## src/rtl/mem_port_arbiter_if.sv

```systemverilog
// rtl/mem_port_arbiter_if.sv - fetch/data/memory port bundle for the shared memory arbiter
interface mem_port_arbiter_if;
  // fetch port
  logic        if_req_i;
  logic [31:0] if_addr_i;
  logic        if_ready_o;
  logic [31:0] if_data_o;
  // data port
  logic        dm_req_i;
  logic        dm_we_i;
  logic [31:0] dm_addr_i;
  logic [31:0] dm_wdata_i;
  logic        dm_ready_o;
  logic [31:0] dm_rdata_o;
  // memory side
  logic        mem_req_o;
  logic        mem_we_o;
  logic [31:0] mem_addr_o;
  logic [31:0] mem_wdata_o;
  logic        mem_ack_i;
  logic [31:0] mem_rdata_i;
  // pipeline
  logic        stall_o;

  // arbiter side
  modport slave (
    input  if_req_i, if_addr_i, dm_req_i, dm_we_i, dm_addr_i, dm_wdata_i,
    input  mem_ack_i, mem_rdata_i,
    output if_ready_o, if_data_o, dm_ready_o, dm_rdata_o,
    output mem_req_o, mem_we_o, mem_addr_o, mem_wdata_o, stall_o
  );

  // pipeline / memory model side
  modport master (
    output if_req_i, if_addr_i, dm_req_i, dm_we_i, dm_addr_i, dm_wdata_i,
    output mem_ack_i, mem_rdata_i,
    input  if_ready_o, if_data_o, dm_ready_o, dm_rdata_o,
    input  mem_req_o, mem_we_o, mem_addr_o, mem_wdata_o, stall_o
  );
endinterface

```

## src/rtl/mem_port_arbiter.sv

```systemverilog
// rtl/mem_port_arbiter.sv - data-priority fetch/data arbiter for one shared variable-latency memory
module mem_port_arbiter #(
  parameter int unsigned MAX_DM_STREAK = 4
) (
  input  logic              clk_i,
  input  logic              rst_i,
  mem_port_arbiter_if.slave bus
);

  typedef enum logic [1:0] {IDLE, BUSY_IF, BUSY_DM, RESP} state_t;

  state_t      r_state;
  logic [3:0]  r_streak;
  logic        r_if_ready;
  logic [31:0] r_if_data;
  logic        r_dm_ready;
  logic [31:0] r_dm_rdata;
  logic        r_mem_req;
  logic        r_mem_we;
  logic [31:0] r_mem_addr;
  logic [31:0] r_mem_wdata;

  logic        w_dm_win;
  logic        w_stall;

  // Data port wins unless a waiting fetch has already been passed over MAX_DM_STREAK times.
  always_comb begin
    w_dm_win = bus.dm_req_i && (!bus.if_req_i || ({28'd0, r_streak} < MAX_DM_STREAK));
    w_stall  = (bus.if_req_i && !r_if_ready) || (bus.dm_req_i && !r_dm_ready);
  end

  // Arbitration FSM: one outstanding memory access, ready pulse in the cycle after ack.
  always_ff @(posedge clk_i) begin
    if (rst_i) begin
      r_state     <= IDLE;
      r_streak    <= 4'd0;
      r_if_ready  <= 1'b0;
      r_if_data   <= 32'd0;
      r_dm_ready  <= 1'b0;
      r_dm_rdata  <= 32'd0;
      r_mem_req   <= 1'b0;
      r_mem_we    <= 1'b0;
      r_mem_addr  <= 32'd0;
      r_mem_wdata <= 32'd0;
    end else begin
      r_if_ready <= 1'b0;
      r_dm_ready <= 1'b0;
      case (r_state)
        IDLE: begin
          if (w_dm_win) begin
            r_state     <= BUSY_DM;
            r_mem_req   <= 1'b1;
            r_mem_we    <= bus.dm_we_i;
            r_mem_addr  <= bus.dm_addr_i;
            r_mem_wdata <= bus.dm_wdata_i;
            // The streak only counts grants that made a fetch wait.
            if (bus.if_req_i) begin
              if (r_streak != 4'd15) r_streak <= r_streak + 4'd1;
            end else begin
              r_streak <= 4'd0;
            end
          end else if (bus.if_req_i) begin
            r_state    <= BUSY_IF;
            r_mem_req  <= 1'b1;
            r_mem_we   <= 1'b0;
            r_mem_addr <= bus.if_addr_i;
            r_streak   <= 4'd0;
          end else begin
            r_mem_req <= 1'b0;
          end
        end
        BUSY_IF: begin
          if (bus.mem_ack_i) begin
            r_state    <= RESP;
            r_mem_req  <= 1'b0;
            r_if_ready <= 1'b1;
            r_if_data  <= bus.mem_rdata_i;
          end
        end
        BUSY_DM: begin
          if (bus.mem_ack_i) begin
            r_state    <= RESP;
            r_mem_req  <= 1'b0;
            r_dm_ready <= 1'b1;
            if (!r_mem_we) r_dm_rdata <= bus.mem_rdata_i;
          end
        end
        // Requests seen here are the ones just served, so they are not sampled.
        RESP:    r_state <= IDLE;
        default: r_state <= IDLE;
      endcase
    end
  end

  assign bus.if_ready_o  = r_if_ready;
  assign bus.if_data_o   = r_if_data;
  assign bus.dm_ready_o  = r_dm_ready;
  assign bus.dm_rdata_o  = r_dm_rdata;
  assign bus.mem_req_o   = r_mem_req;
  assign bus.mem_we_o    = r_mem_we;
  assign bus.mem_addr_o  = r_mem_addr;
  assign bus.mem_wdata_o = r_mem_wdata;
  assign bus.stall_o     = w_stall;

endmodule

```

## src/flat_wrapper.sv

```systemverilog
// flat-port wrapper written by rule: the top's interface ports become plain ports
module mem_port_arbiter_flat 
#(
  parameter int unsigned MAX_DM_STREAK = 4
)
  (clk_i, rst_i, bus_if_req_i, bus_if_addr_i, bus_dm_req_i, bus_dm_we_i, bus_dm_addr_i, bus_dm_wdata_i, bus_mem_ack_i, bus_mem_rdata_i, bus_if_ready_o, bus_if_data_o, bus_dm_ready_o, bus_dm_rdata_o, bus_mem_req_o, bus_mem_we_o, bus_mem_addr_o, bus_mem_wdata_o, bus_stall_o);
  mem_port_arbiter_if bus_i ();
  input  logic clk_i;
  input  logic rst_i;
  input wire logic [$bits(bus_i.if_req_i)-1:0] bus_if_req_i;
  input wire logic [$bits(bus_i.if_addr_i)-1:0] bus_if_addr_i;
  input wire logic [$bits(bus_i.dm_req_i)-1:0] bus_dm_req_i;
  input wire logic [$bits(bus_i.dm_we_i)-1:0] bus_dm_we_i;
  input wire logic [$bits(bus_i.dm_addr_i)-1:0] bus_dm_addr_i;
  input wire logic [$bits(bus_i.dm_wdata_i)-1:0] bus_dm_wdata_i;
  input wire logic [$bits(bus_i.mem_ack_i)-1:0] bus_mem_ack_i;
  input wire logic [$bits(bus_i.mem_rdata_i)-1:0] bus_mem_rdata_i;
  output wire logic [$bits(bus_i.if_ready_o)-1:0] bus_if_ready_o;
  output wire logic [$bits(bus_i.if_data_o)-1:0] bus_if_data_o;
  output wire logic [$bits(bus_i.dm_ready_o)-1:0] bus_dm_ready_o;
  output wire logic [$bits(bus_i.dm_rdata_o)-1:0] bus_dm_rdata_o;
  output wire logic [$bits(bus_i.mem_req_o)-1:0] bus_mem_req_o;
  output wire logic [$bits(bus_i.mem_we_o)-1:0] bus_mem_we_o;
  output wire logic [$bits(bus_i.mem_addr_o)-1:0] bus_mem_addr_o;
  output wire logic [$bits(bus_i.mem_wdata_o)-1:0] bus_mem_wdata_o;
  output wire logic [$bits(bus_i.stall_o)-1:0] bus_stall_o;
  assign bus_i.if_req_i = bus_if_req_i;
  assign bus_i.if_addr_i = bus_if_addr_i;
  assign bus_i.dm_req_i = bus_dm_req_i;
  assign bus_i.dm_we_i = bus_dm_we_i;
  assign bus_i.dm_addr_i = bus_dm_addr_i;
  assign bus_i.dm_wdata_i = bus_dm_wdata_i;
  assign bus_i.mem_ack_i = bus_mem_ack_i;
  assign bus_i.mem_rdata_i = bus_mem_rdata_i;
  assign bus_if_ready_o = bus_i.if_ready_o;
  assign bus_if_data_o = bus_i.if_data_o;
  assign bus_dm_ready_o = bus_i.dm_ready_o;
  assign bus_dm_rdata_o = bus_i.dm_rdata_o;
  assign bus_mem_req_o = bus_i.mem_req_o;
  assign bus_mem_we_o = bus_i.mem_we_o;
  assign bus_mem_addr_o = bus_i.mem_addr_o;
  assign bus_mem_wdata_o = bus_i.mem_wdata_o;
  assign bus_stall_o = bus_i.stall_o;
  mem_port_arbiter #(.MAX_DM_STREAK(MAX_DM_STREAK)) u_core (.clk_i(clk_i), .rst_i(rst_i), .bus(bus_i));
endmodule
```

## config.mk

```make
export PLATFORM = sky130hd
export DESIGN_NAME = mem_port_arbiter_flat
export DESIGN_NICKNAME = d
export VERILOG_FILES = /design/src/rtl/mem_port_arbiter_if.sv /design/src/rtl/mem_port_arbiter.sv /design/src/flat_wrapper.sv
export SDC_FILE = /design/constraint.sdc
export NUM_CORES = 1
export LEC_CHECK = 0
export CAP_MARGIN = 20
export CORE_MARGIN = 2
export CORE_UTILIZATION = 55
export CTS_CLUSTER_DIAMETER = 50
export DETAILED_ROUTE_END_ITERATION = 16
export DONT_BUFFER_PORTS = 1
export PLACE_DENSITY = 0.7
export SETUP_SLACK_MARGIN = 0.02
export SKIP_LAST_GASP = 1
export SLEW_MARGIN = 20
export SYNTH_ARGS = -nofsm -noshare
export SYNTH_HDL_FRONTEND = slang
export SYNTH_SLANG_ARGS = --single-unit
```

## constraint.sdc

```tcl
create_clock -name clk_i -period 1.45 [get_ports clk_i]
set_input_delay 0.145 -clock clk_i [delete_from_list [all_inputs] [get_ports clk_i]]
set_output_delay 0.145 -clock clk_i [all_outputs]
set_load 0.005 [all_outputs]
```

== Yosys cells after proc, flatten, opt, wreduce, memory -nomap -nowiden ==
Index checks and enable logic that the tools add are counted.

* Register bits: 138
* Bits of input ports: 134
* Word-level logic and storage cells: 60

* $add $sub $neg: 1
* Magnitude comparators: 1
* Equality and inequality tests: 7
* Mux-type cells: 17
* Bitwise logic cells: 3
* Reduce and logical (&&, ||, !) cells: 21

{| class="wikitable"
|+ Operators with widths
! kind !! count
|-
| $mux W32 || 2
|-
| $mux W4 || 4
|-
| $reduce_and A2 Y1 || 5
|-
| $mux W1 || 6
|-
| $mux W2 || 3
|-
| $pmux W2 S3 || 1
|-
| $reduce_and A3 Y1 || 2
|-
| $reduce_or A2 Y1 || 3
|-
| $add A4 B1 Y4 const B || 1
|-
| $eq A2 B2 Y1 const B || 2
|-
| $lt A4 B3 Y1 const B || 1
|-
| $ne A4 B4 Y1 const B || 1
|-
| $reduce_bool A2 Y1 || 2
|-
| $logic_and A1 B1 Y1 || 3
|-
| $logic_not A1 Y1 || 3
|-
| $ne A3 B2 Y1 const B || 1
|-
| $ne A3 B3 Y1 const B || 1
|-
| $not A1 Y1 || 3
|-
| $eq A2 B1 Y1 const B || 1
|-
| $logic_not A2 Y1 || 1
|-
| $logic_or A1 B1 Y1 || 2
|-
| $ne A2 B1 Y1 const B || 1
|-
| $pmux W1 S2 || 1
|}

== Depth between registers and ports, before layout ==
Gate-level depths: netlist (run 1).

* Depth after elaboration: 5
* Depth in mapped cells: 8
* Depth with buffers taken out: 6

== Worst setup path after synthesis (run 1) ==
Ideal clock, no wire load.

* Path type: flip-flop to flip-flop
* Start: register u_core.r_state[0]
* End: register u_core.r_mem_wdata[13], in the netlist u_core.bus.mem_wdata_o[13]
* Setup time: 0.141 ns
* Arrival time: 1.267 ns
* Required time: 1.309 ns
* Path slack: 0.042 ns
* Stages on the path, launching flop included: 8
* Period minus slack after synthesis: 1.408 ns
* Cell sequence: dfxtp_1 inv_1 ha_1 and3_2 buf_4 buf_4 nand2_1 a21oi_1

* Cells in the longest elaborated chain, start to end: 2

{| class="wikitable"
|+ RTL lines
! what !! line !! RTL
|-
| start, declared || mem_port_arbiter.sv:12 || <nowiki>state_t r_state;</nowiki>
|-
| start signal, assigned || mem_port_arbiter.sv:35 || <nowiki>r_state <= IDLE;</nowiki>
|-
| start signal, assigned || mem_port_arbiter.sv:51 || <nowiki>r_state <= BUSY_DM;</nowiki>
|-
| start signal, assigned || mem_port_arbiter.sv:63 || <nowiki>r_state <= BUSY_IF;</nowiki>
|-
| $logic_not A2 Y1 || mem_port_arbiter.sv:48 || <nowiki>case (r_state)</nowiki>
|-
| $reduce_and A2 Y1 (no line) || -- ||
|-
| end signal, assigned || mem_port_arbiter.sv:55 || <nowiki>r_mem_wdata <= bus.dm_wdata_i;</nowiki>
|-
| end, declared || mem_port_arbiter.sv:21 || <nowiki>logic [31:0] r_mem_wdata;</nowiki>
|}

Every way passes these cells.
A chain may end at the register's enable or synchronous reset.

== Final worst setup path (run 1) ==
* Start: register u_core.r_state[0]
* End: register u_core.r_dm_rdata[15], in the netlist u_core.bus.dm_rdata_o[15]

* Cells in the longest elaborated chain, start to end: 2

{| class="wikitable"
|+ RTL lines
! what !! line !! RTL
|-
| $eq A2 B2 Y1 || mem_port_arbiter.sv:48 ||
|-
| $reduce_and A3 Y1 (no line) || -- ||
|-
| end signal, assigned || mem_port_arbiter.sv:85 || <nowiki>if (!r_mem_we) r_dm_rdata <= bus.mem_rdata_i;</nowiki>
|-
| end, declared || mem_port_arbiter.sv:17 || <nowiki>logic [31:0] r_dm_rdata;</nowiki>
|}

Every way passes these cells.

==> results by group, run 1 <==
Outcome
  • Status: complete, but fails checks
  • Failing checks: negative hold slack

Die
  • Die H: 104 um
  • Die area: 10900 um2
  • # rows: 36
  • I/O pin count: 267
  • Die width: 104 um
  • Initial Utilization: 0.567
  • Core area: 9770 um2

Clock tree
  • H-tree depth: 4
  • Clk buf depth: 2
  • CTS clk-pin slew, worst paths: 0.06 ns
  • CTS tree: yes
  • Worst skew pair latency: 0.52 ns
  • Clock Tree Root: clkbuf_8
  • CTS Buf Count: 17
  • # clock sinks: 138

Worst setup path
  • Crit path cell chain: inv_2 -> ha_1 -> nand2_2 -> or2_4 -> clkbuf_16 -> nand2_1 -> a21oi_1
  • Arrival time at the worst endpoint: 1.78 ns
  • Crit path buf inv count: 2
  • Req. time, crit path: 1.86 ns
  • Slowest CP cell: dfxtp_1
  • Crit path max fanout: 16
  • CP startpoint kind: flop
  • Worst Setup End Kind: flop
  • CP delay by family, top: simple AND/OR/NAND/NOR gates
  • CP Class: reg -> reg
  • Max stage delay on crit path: 0.32 ns

Synth
  • Post-Synth XOR/XNOR Area: 0
  • Netlist cell types: 29
  • Syn Nets: 795
  • Top-count cell post-synth: nand2_1
  • Ys flop type: dfxtp_1
  • Area fraction of the dominant cell type after synthesis: 0.499
  • Avg Inst Size Synth: 8.45 um2
  • Proportion of synthesized area in mux cells: 0.00361
  • Simple-Gate Fraction of Synth Area: 0.196
  • Synth Area in Adders: 0.0113
  • Post-synth EDFFs: 0
  • Commonest cells post-synth: 230 x nand2_1, 138 x dfxtp_1, 102 x a21oi_1
  • Yosys reg bits: 138
  • YS warnings: 0
  • Yosys top cell by area: dfxtp_1
  • Mapped Cells: 656
  • Netlist Area Pre-Place: 5540 um2
  • Main combinational cell family by area after synthesis: compound AO/OA/AOI/OAI gates
  • Seq/Total Area, Yosys: 0.499
  • Synth Area in Compound Gates: 0.223
  • Post-synth ARST share: 0
  • Largest cells by area after synthesis: dfxtp_1 50%, nand2_1 16%, a21oi_1 9.2%

Timing
  • Final min period: 1.37 ns
  • Pins Over Slew Limit: 0
  • RSZ-0062 raised after global routing: yes
  • Final period utilization: 0.945
  • Relative slew slack: 0.806
  • Worst-margin pin slew: 0.291 ns
  • Clk_skew: 0.00555 ns
  • Hold slack: -0.306 ns
  • Setup TNS: 0 ns
  • Max Freq: 0.730 GHz
  • Hold Fails Final Rpt: 138
  • # setup viols final: 0

Min path
  • Worst hold path class: in -> reg

Global route
  • Largest net degree at the start of global routing: 139
  • Grt total ovfl: 0
  • Initial antenna violation count: 0
  • Number of global-route vias before repair: 4262
  • Overall Global Routing Usage: 0.243
  • First-pass GRT wire length: 21.2 mm

Pwr
  • Maximum vdd ir drop: 0.991 mV
  • Cell Pwr Density: 1970 nW/um2
  • Clock power share: 0.338
  • Static Leak: 2.33 nW
  • Reg power frac: 0.398
  • Switching share of power: 0.328
  • Sw Pwr: 4.16 mW
  • P_int: 8.53 mW
  • Logic pwr share: 0.264

Cells and area
  • ANT cells: 0
  • Final Net Count: 799
  • Share of post-route cells with drive strength above 1: 0.199
  • Fillcell total: 808
  • Design area: 6440 um2
  • Syn-to-layout area delta: 16.2%

Place
  • Number of port buffers: 0
  • HPWL after DPL: 9.45 mm
  • Area after DPL: 5600 um2
  • Placer congestion estimate: 0.785

Detailed routing
  • Vias per cell: 5.61
  • Via count: 4523
  • Initial DRC count: 384
  • DRC viols: 0
  • Routed wire per std cell: 17.7 um
  • Drt total wl: 14.3 mm
  • Post-route antenna net violation count: 0
  • DRT Pass-1 Iters: 5

Run
  • Max-cap violations: 0
-- cell type report --
type	count	area, um2	share of cell area
clock buffer	19	442	0.0686
clock inverter	13	156	0.0243
tap	133	166	0.0258
timing repair buffer	37	455	0.0707
inverter	5	18.8	0.00291
sequential	138	2760	0.429
multi-input combinational	461	2440	0.378
-- worst reg2reg max path: stages (launching register included) --
cell and delay [ns]:
dfxtp_1 0.32, inv_2 0.10, ha_1 0.18, nand2_2 0.08, or2_4 0.26, clkbuf_16 0.18, nand2_1 0.07, a21oi_1 0.07
-- worst paths after layout --
| check | slack, ns | end | startpoint | depth (start not counted) |
|---|---|---|---|---|
| hold reg to reg | 0.48 | u_core.bus.mem_wdata_o[20]$_SDFFE_PP0P_ | u_core.bus.mem_wdata_o[20]$_SDFFE_PP0P_ | 2 |
| hold / removal | -0.31 | u_core.bus.mem_addr_o[18]$_SDFFE_PP0P_ | rst_i | 1 |
| setup reg to reg | 0.08 | u_core.bus.dm_rdata_o[15]$_SDFFE_PP0P_ | u_core.r_state[0]$_SDFFE_PP0P_ | 7 |
| setup / recovery | 0.08 | u_core.bus.dm_rdata_o[15]$_SDFFE_PP0P_ | u_core.r_state[0]$_SDFFE_PP0P_ | 7 |
-- logic make-up after synthesis --
logic type,after synthesis
adders and majority gates,5
AOI/OAI and AO/OA,172
buffers and inverters,57
muxes,2
DFF,138
and+or+nand+nor,282
-- cells in the final DEF (no fill, tap or decap), drive strengths merged --
| cell | instances |
|---|---|
| nor3 | 1 |
| ha | 5 |
| mux2i | 2 |
| dlygate4sd3 | 7 |
| nand2 | 230 |
| a31oi | 1 |
| and2 | 2 |
| a211oi | 32 |
| dfxtp | 138 |
| bufinv | 2 |
| inv | 11 |
| o21a | 1 |
| o21ai | 2 |
| buf | 27 |
| clkinv | 1 |
| and3 | 1 |
| or2 | 1 |
| a221oi | 1 |
| nor3b | 2 |
| o22ai | 1 |
| a32oi | 2 |
| a21oi | 131 |
| clkbuf | 22 |
| clkinvlp | 4 |
| o31a | 1 |
| nor2 | 43 |
| nand3 | 2 |
-- power by group through the flow --
stage               registers (mW)  logic (mW)  clock network [mW]
floorplan                     4.94        2.52                   0
global placement              5.10        2.93                   0
detailed placement            5.13        3.06                   0
CTS                           5.05        3.09                4.36
global route                  5.12        3.69                4.55
finish                        5.05        3.35                4.29
-- timing repair --
item | 4_1_cts | 5_1_grt
gates resized for setup | 1 | 12
hold endpoints to repair | 138 | 138
cloned | 0 | 3
endpoints found under the setup margin | 68 | 102
pin swaps | 0 | 2
setup buffers | 0 | 8
-- registers in the layout (all words and copies together) (netlist names) --
| register | flops |
|---|---|
| u_core.bus.if_ready_o | 1 |
| u_core.bus.mem_wdata_o | 32 |
| u_core.bus.if_data_o | 32 |
| u_core.r_state | 2 |
| u_core.bus.dm_ready_o | 1 |
| u_core.bus.mem_we_o | 1 |
| u_core.bus.mem_addr_o | 32 |
| u_core.bus.dm_rdata_o | 32 |
| u_core.bus.mem_req_o | 1 |
| u_core.r_streak | 4 |
-- through the flow --
step                      instances  total power [mW]  utilization  setup slack [ns]
after floorplan                 656              7.46            -            0.0418
after global placement          756              8.03        0.573            0.0355
after detailed placement        756              8.19        0.573           -0.0461
after CTS                       788              12.5        0.634           0.00353
after global routing            806              13.4        0.659           -0.0161
final                           806              12.7        0.659            0.0801
-- metal layers --
| layer | vias to the layer above | wire length [um] | GRT usage |
|---|---|---|---|
| li1 | 2172 | - | - |
| met1 | 2103 | 5250 | 0.257 |
| met2 | 222 | 7290 | 0.420 |
| met3 | 26 | 1430 | 0.107 |
| met4 | 0 | 288 | 0.101 |
| met5 | - | 0 | 0 |
Power figures use the tool's default switching activity.
==> run 2, diff against run 1 <==
--- a/config.mk
+++ b/config.mk
@@ -13,7 +13,6 @@
 export DONT_BUFFER_PORTS = 1
 export PLACE_DENSITY = 0.7
 export SETUP_SLACK_MARGIN = 0.02
-export SKIP_LAST_GASP = 1
 export SLEW_MARGIN = 20
 export SYNTH_ARGS = -nofsm -noshare
 export SYNTH_HDL_FRONTEND = slang
==> constraint.sdc (replaced) <==
create_clock -name clk_i -period 1.1 [get_ports clk_i]
set_input_delay 0.11 -clock clk_i [delete_from_list [all_inputs] [get_ports clk_i]]
set_output_delay 0.11 -clock clk_i [all_outputs]
set_load 0.005 [all_outputs]
==> run 2 against run 1 <==
  * Cell count is 0.74% higher
  * Global-route usage up 2.7 points
  * Sequential share of layout area down 5.5 points
  * The run ends with negative hold slack, negative setup slack left
  * Count of clock-buffer cells in the layout down 1
==> results by group, run 2 (synthesis gave the netlist of run 1 again) <==
Pwr
  • Cell Pwr Density: 2480 nW/um2 (+26%)
  • Final Power: 18.4 mW (+45%)
  • Static Leak: 2.73 nW (+17%)
  • Maximum vdd ir drop: 1.34 mV (+35%)

Detailed routing
  • DRC viols: 0 (unchanged)
  • Post-route antenna net violation count: 0 (unchanged)
  • Initial DRC count: 321 (-16%)
  • Vias per cell: 5.93 (+5.6%)
  • DRT Pass-1 Iters: 5 (unchanged)
  • Routed wire per std cell: 21.1 um (+19%)
  • Via count: 4813 (+6.4%)
  • Drt total wl: 17.1 mm (+20%)

Die
  • Die area: 10900 um2 (unchanged)
  • Initial Utilization: 0.567 (unchanged)
  • Die H: 104 um (unchanged)
  • I/O pin count: 267 (unchanged)
  • Die width: 104 um (unchanged)
  • # rows: 36 (unchanged)
  • Core area: 9770 um2 (unchanged)

Cells and area
  • Design area: 7420 um2 (+15%)
  • ANT cells: 0 (unchanged)
  • Most frequent cells in the layout: 177 x nand2_1, 131 x dfxtp_1, 97 x a21oi_2
  • Final Net Count: 805 (+0.75%)
  • Most common cell after layout, fill and taps aside: nand2_1
  • Share of post-route cells with drive strength above 1: 0.461 (+0.262)
  • Fillcell total: 657 (-19%)
  • Syn-to-layout area delta: 33.9%
  • Final Non-Filler Cells: 812 (+0.74%)

Worst setup path
  • Worst Setup End Kind: flop
  • Req. time, crit path: 1.50 ns (-0.36 ns)
  • CP Class: reg -> reg
  • CP startpoint kind: flop
  • Arrival time at the worst endpoint: 1.76 ns (-0.02 ns)
  • Crit path max fanout: 8 (-8)

Clock tree
  • CTS clk-pin slew, worst paths: 0.06 ns (about the same)
  • H-tree depth: 4 (unchanged)
  • Worst skew pair latency: 0.52 ns (about the same)
  • # clock sinks: 138 (unchanged)
  • CTS tree: yes
  • CTS Buf Count: 17 (unchanged)
  • Clk buf depth: 2 (unchanged)
  • Clock Tree Root: clkbuf_8

Timing
  • # setup viols final: 138 (+138)
  • Relative slew slack: 0.802 (-0.00366)
  • Max Freq: 0.735 GHz (+0.71%)
  • Setup TNS: -26.96 ns (-26.96 ns)
  • Worst setup margin: -0.260 ns (-0.340 ns)
  • RSZ-0062 raised after global routing: yes
  • Final min period: 1.36 ns (-0.00971 ns)
  • Pins Over Slew Limit: 0 (unchanged)
  • Worst-margin pin slew: 0.296 ns (+0.00549 ns)
  • Hold Fails Final Rpt: 138 (unchanged)
  • Hold slack: -0.348 ns (-0.0413 ns)
  • Clk_skew: 0.00899 ns (+0.00344 ns)
  • Final period utilization: 1.24 (+0.292)

Global route
  • Initial antenna violation count: 0 (unchanged)
  • Largest net degree at the start of global routing: 139 (unchanged)
  • Number of global-route vias before repair: 4532 (+6.3%)
  • Met1 Use GR: 0.315 (+0.0582)
  • Overall Global Routing Usage: 0.270 (+0.0272)
  • Met3 Track Usage GR: 0.105 (-0.00188)
  • GR Util met2: 0.443 (+0.0233)
  • First-pass GRT wire length: 23.4 mm (+10%)
  • GRT busiest layer: met2
  • Grt total ovfl: 0 (unchanged)

Place
  • HPWL after DPL: 9.57 mm (+1.3%)
  • Number of port buffers: 0 (unchanged)
  • Placer congestion estimate: 0.823 (+4.8%)
  • Area after DPL: 5760 um2 (+3.0%)
  • Inst Count DP: 759 (+0.40%)

Outcome
  • Failing checks: negative hold slack, negative setup slack
  • Status: complete, but fails checks

Min path
  • Worst hold path class: in -> reg

Run
  • Max-cap violations: 0 (unchanged)
run 2: what timing repair did:
action / 4_1_cts / 5_1_grt
setup endpoints to repair: 139 / 139
endpoints found under the hold margin: 138 / 138
setup buffers: 4 / 3
pin swaps: 6 / 90
gates resized for setup: 32 / 170
gates cloned: 6 / 8
run 2: area by class of cell:
type,count,area (um2),area share
Clock buffer,18,418,0.0563
Clock inverter,14,136,0.0184
Inverter,5,21.3,0.00287
Multi-Input combinational cell,463,3210,0.432
Sequential cell,138,2770,0.374
Tap cell,133,166,0.0224
Timing Repair Buffer,41,696,0.0938
run 2: power by group:
group / internal (mW) / total (mW) / switching, mW
Clock: 3.04 / 5.35 / 2.31
Combinational: 2.93 / 6.26 / 3.33
Sequential: 5.92 / 6.75 / 0.833
run 2: metrics by stage:
stage               worst slack, ns  utilization
detailed placement           -0.308        0.590
global route                 -0.295        0.759
CTS                          -0.210        0.677
floorplan                    -0.144            -
global placement             -0.189        0.590
finish                       -0.260        0.759
run 2: worst paths after layout:
check,startpoint,to,slack (ns),cells past startpoint
max,u_core.r_state[1]$_SDFFE_PP0P_,u_core.bus.dm_rdata_o[6]$_SDFFE_PP0P_,-0.26,7
min,rst_i,u_core.bus.mem_addr_o[20]$_SDFFE_PP0P_,-0.35,1
max reg2reg,u_core.r_state[1]$_SDFFE_PP0P_,u_core.bus.dm_rdata_o[6]$_SDFFE_PP0P_,-0.26,7
min reg2reg,u_core.bus.mem_wdata_o[17]$_SDFFE_PP0P_,u_core.bus.mem_wdata_o[17]$_SDFFE_PP0P_,0.48,2
run 2: layer usage:
layer / part of all wire / vias to the layer above / wire length (um)
met5: 0 / - / 0
met4: 0.020 / 0 / 348
met2: 0.50 / 261 / 8500
met1: 0.38 / 2322 / 6450
met3: 0.11 / 32 / 1830
li1: - / 2198 / -
run 2: worst max-delay path, stage by stage (launching register included):
cell and delay [ns]:
dfxtp_2 0.34, buf_6 0.11, ha_4 0.13, nand2_4 0.07, buf_6 0.12, or2_4 0.30, nand2_1 0.09, a21oi_1 0.07
==> run 3, diff against run 2 <==
--- a/config.mk
+++ b/config.mk
@@ -6,12 +6,12 @@
 export NUM_CORES = 1
 export LEC_CHECK = 0
 export CAP_MARGIN = 20
-export CORE_MARGIN = 2
-export CORE_UTILIZATION = 55
+export CORE_AREA = 2 2 104 106
 export CTS_CLUSTER_DIAMETER = 50
 export DETAILED_ROUTE_END_ITERATION = 16
+export DIE_AREA = 0 0 106 108
 export DONT_BUFFER_PORTS = 1
-export PLACE_DENSITY = 0.7
+export PLACE_DENSITY = 0.69
 export SETUP_SLACK_MARGIN = 0.02
 export SLEW_MARGIN = 20
 export SYNTH_ARGS = -nofsm -noshare
==> run 3 against run 2 <==
  * The flow still finishes with violations (negative hold slack, negative setup slack)
  * Worst hold slack improved by 0.0053 ns
  * Worst setup slack improved by 0.011 ns
  * Cell count increased by 0.25%
  * Clock power increased by 13%
  * Count of clock-buffer cells in the layout unchanged
  * Utilization decreased by 6.3 points
  * Power increased by 2.3%
  * Combinational power decreased by 3.7%
  * Flip-flop and latch count unchanged
==> results by group, run 3 (synthesis gave the netlist of run 1 again) <==
Die
  • Die H: 108 um (+3.5%)
  • I/O pin count: 267 (unchanged)
  • Die width: 106 um (+1.6%)
  • Initial Utilization: 0.542 (-0.0253)
  • Die area: 11400 um2 (+5.1%)
  • Core area: 10200 um2 (+4.7%)
  • # rows: 37 (+2.8%)

Worst setup path
  • Reg-to-Reg End: u_core.bus.if_data_o[8]$_SDFFE_PP0P_
  • Crit path cell chain: inv_2 -> buf_6 -> ha_4 -> and2_4 -> buf_12 -> buf_12 -> nand2_1 -> a21oi_2
  • Critical path origin: u_core.r_state[1]$_SDFFE_PP0P_
  • Cell mode on critical path: buf_12
  • Slowest CP cell: dfxtp_2
  • Crit path to: u_core.bus.if_data_o[8]$_SDFFE_PP0P_
  • Arrival time at the worst endpoint: 1.80 ns (+0.04 ns)
  • CP Class: reg -> reg
  • Worst reg2reg startpoint: u_core.r_state[1]$_SDFFE_PP0P_
  • Worst Setup End Kind: flop
  • R2R setup slack: -0.25 ns (about the same)
  • Crit path max fanout: 8 (unchanged)
  • Max stage delay on crit path: 0.33 ns (about the same)
  • FF-to-FF path depth: 8 (+1)
  • Req. time, crit path: 1.55 ns (+0.05 ns)
  • CP startpoint kind: flop

Pwr
  • Static Leak: 2.55 nW (-6.6%)
  • Cell Pwr Density: 2640 nW/um2 (+6.6%)
  • Final Power: 18.8 mW (+2.3%)
  • Maximum vdd ir drop: 1.50 mV (+12%)

Clock tree
  • CTS Buf Count: 17 (unchanged)
  • Clock Tree Root: clkbuf_8
  • H-tree depth: 4 (unchanged)
  • # clock sinks: 138 (unchanged)
  • CTS tree: yes
  • Clk buf depth: 2 (unchanged)
  • Worst skew pair latency: 0.52 ns (about the same)
  • CTS clk-pin slew, worst paths: 0.06 ns (about the same)

Global route
  • GRT busiest layer: met2
  • GR Util met2: 0.454 (+0.0113)
  • Number of global-route vias before repair: 4668 (+3.0%)
  • Largest net degree at the start of global routing: 139 (unchanged)
  • Initial antenna violation count: 0 (unchanged)
  • Overall Global Routing Usage: 0.262 (-0.00765)
  • Met1 Use GR: 0.293 (-0.0216)
  • First-pass GRT wire length: 23.7 mm (+1.1%)
  • Grt total ovfl: 0 (unchanged)
  • Met3 Track Usage GR: 0.107 (+0.00143)

Place
  • Number of port buffers: 0 (unchanged)
  • HPWL after DPL: 9.70 mm (+1.4%)
  • Placer congestion estimate: 0.800 (-2.7%)
  • Inst Count DP: 764 (+0.66%)

Cells and area
  • Fillcell total: 782 (+19%)
  • ANT cells: 0 (unchanged)
  • Final Non-Filler Cells: 814 (+0.25%)
  • Syn-to-layout area delta: 28.4%
  • Share of post-route cells with drive strength above 1: 0.364 (-0.0967)
  • Final Net Count: 804 (-0.12%)
  • Most common cell after layout, fill and taps aside: nand2_1
  • Most frequent cells in the layout: 213 x nand2_1, 131 x dfxtp_1, 74 x a21oi_2

Timing
  • Hold Fails Final Rpt: 138 (unchanged)
  • Worst setup margin: -0.249 ns (+0.0114 ns)
  • Final min period: 1.35 ns (-0.0114 ns)
  • Max Freq: 0.741 GHz (+0.85%)
  • Hold slack: -0.342 ns (+0.00533 ns)
  • RSZ-0062 raised after global routing: yes
  • Relative slew slack: 0.800 (-0.00285)
  • Final period utilization: 1.23 (-0.0104)
  • Pins Over Slew Limit: 0 (unchanged)
  • Worst-margin pin slew: 0.301 ns (+0.00427 ns)
  • # setup viols final: 139 (+0.72%)
  • Clk_skew: 0.0135 ns (+0.00455 ns)

Detailed routing
  • DRT Pass-1 Iters: 6 (+1)
  • Drt total wl: 16.0 mm (-6.8%)
  • Vias per cell: 5.75 (-3.0%)
  • Via count: 4680 (-2.8%)
  • DRC viols: 0 (unchanged)
  • Post-route antenna net violation count: 0 (unchanged)
  • Routed wire per std cell: 19.6 um (-7.0%)
  • Initial DRC count: 284 (-12%)

Min path
  • Worst hold path class: in -> reg

Outcome
  • Status: complete, but fails checks
  • Failing checks: negative hold slack, negative setup slack

Run
  • Max-cap violations: 0 (unchanged)
run 3: timing repair:
action                                 in CTS  in global routing
buffers inserted                            4                  3
gates resized for setup                    58                 56
setup endpoints to repair                 139                139
pin swaps                                   8                 28
cloned                                      8                  3
endpoints found under the hold margin     138                138
run 3: worst max-delay path: cells and delay by family, from the launching register on:
kind                     cells  cell delay, ns
buffers and inverters        4            0.45
AO/OA/AOI/OAI                1            0.12
AND/OR/NAND/NOR              2            0.25
adder cells (fa/ha/maj)      1            0.12
flip-flops                   1            0.33
run 3: worst min-delay path by stage:
stage                              from                                endpoint  slack, ns  depth (start not counted)
floorplan           bus_mem_rdata_i[19]  u_core.bus.dm_rdata_o[19]$_SDFFE_PP0P_       0.25                          2
global placement                  rst_i   u_core.bus.mem_addr_o[6]$_SDFFE_PP0P_       0.18                          1
detailed placement                rst_i  u_core.bus.mem_addr_o[11]$_SDFFE_PP0P_       0.18                          1
CTS                               rst_i  u_core.bus.mem_addr_o[11]$_SDFFE_PP0P_      -0.36                          1
global route                      rst_i  u_core.bus.mem_addr_o[27]$_SDFFE_PP0P_      -0.38                          1
finish                            rst_i  u_core.bus.mem_addr_o[14]$_SDFFE_PP0P_      -0.34                          1
run 3: area by class of cell:
type                    count  area, um2  area share
multi-input cells         464       2900       0.407
repair buffers             39        628      0.0882
well taps                 136        170      0.0239
clock inverters            14        206      0.0290
clock buffers              18        418      0.0587
flip-flops and latches    138       2770       0.390
inverters                   5       21.3     0.00299
run 3: power by group:
group | switching [mW] | total [mW] | internal (mW)
Sequential | 0.805 | 6.72 | 5.92
Combinational | 3.16 | 6.03 | 2.87
Clock | 2.30 | 6.04 | 3.74
run 3: per-layer routing:
metal	vias up	wire length, um
met5	-	0
met4	0	321
met3	31	1620
met2	238	7900
met1	2225	6130
li1	2186	-
run 3: through the flow:
stage | TNS [ns] | worst slack (ns) | util | hold WS [ns] | cell area, um2
2_1_floorplan | -16.67 | -0.144 | - | 0.246 | 5740
3_3_place_gp | -21.01 | -0.195 | 0.564 | 0.184 | 5770
3_5_place_dp | -26.10 | -0.339 | 0.564 | 0.183 | 5770
4_1_cts | -22.57 | -0.233 | 0.666 | -0.362 | 6810
5_1_grt | -31.99 | -0.288 | 0.696 | -0.377 | 7120
6_report | -24.39 | -0.249 | 0.696 | -0.342 | 7120
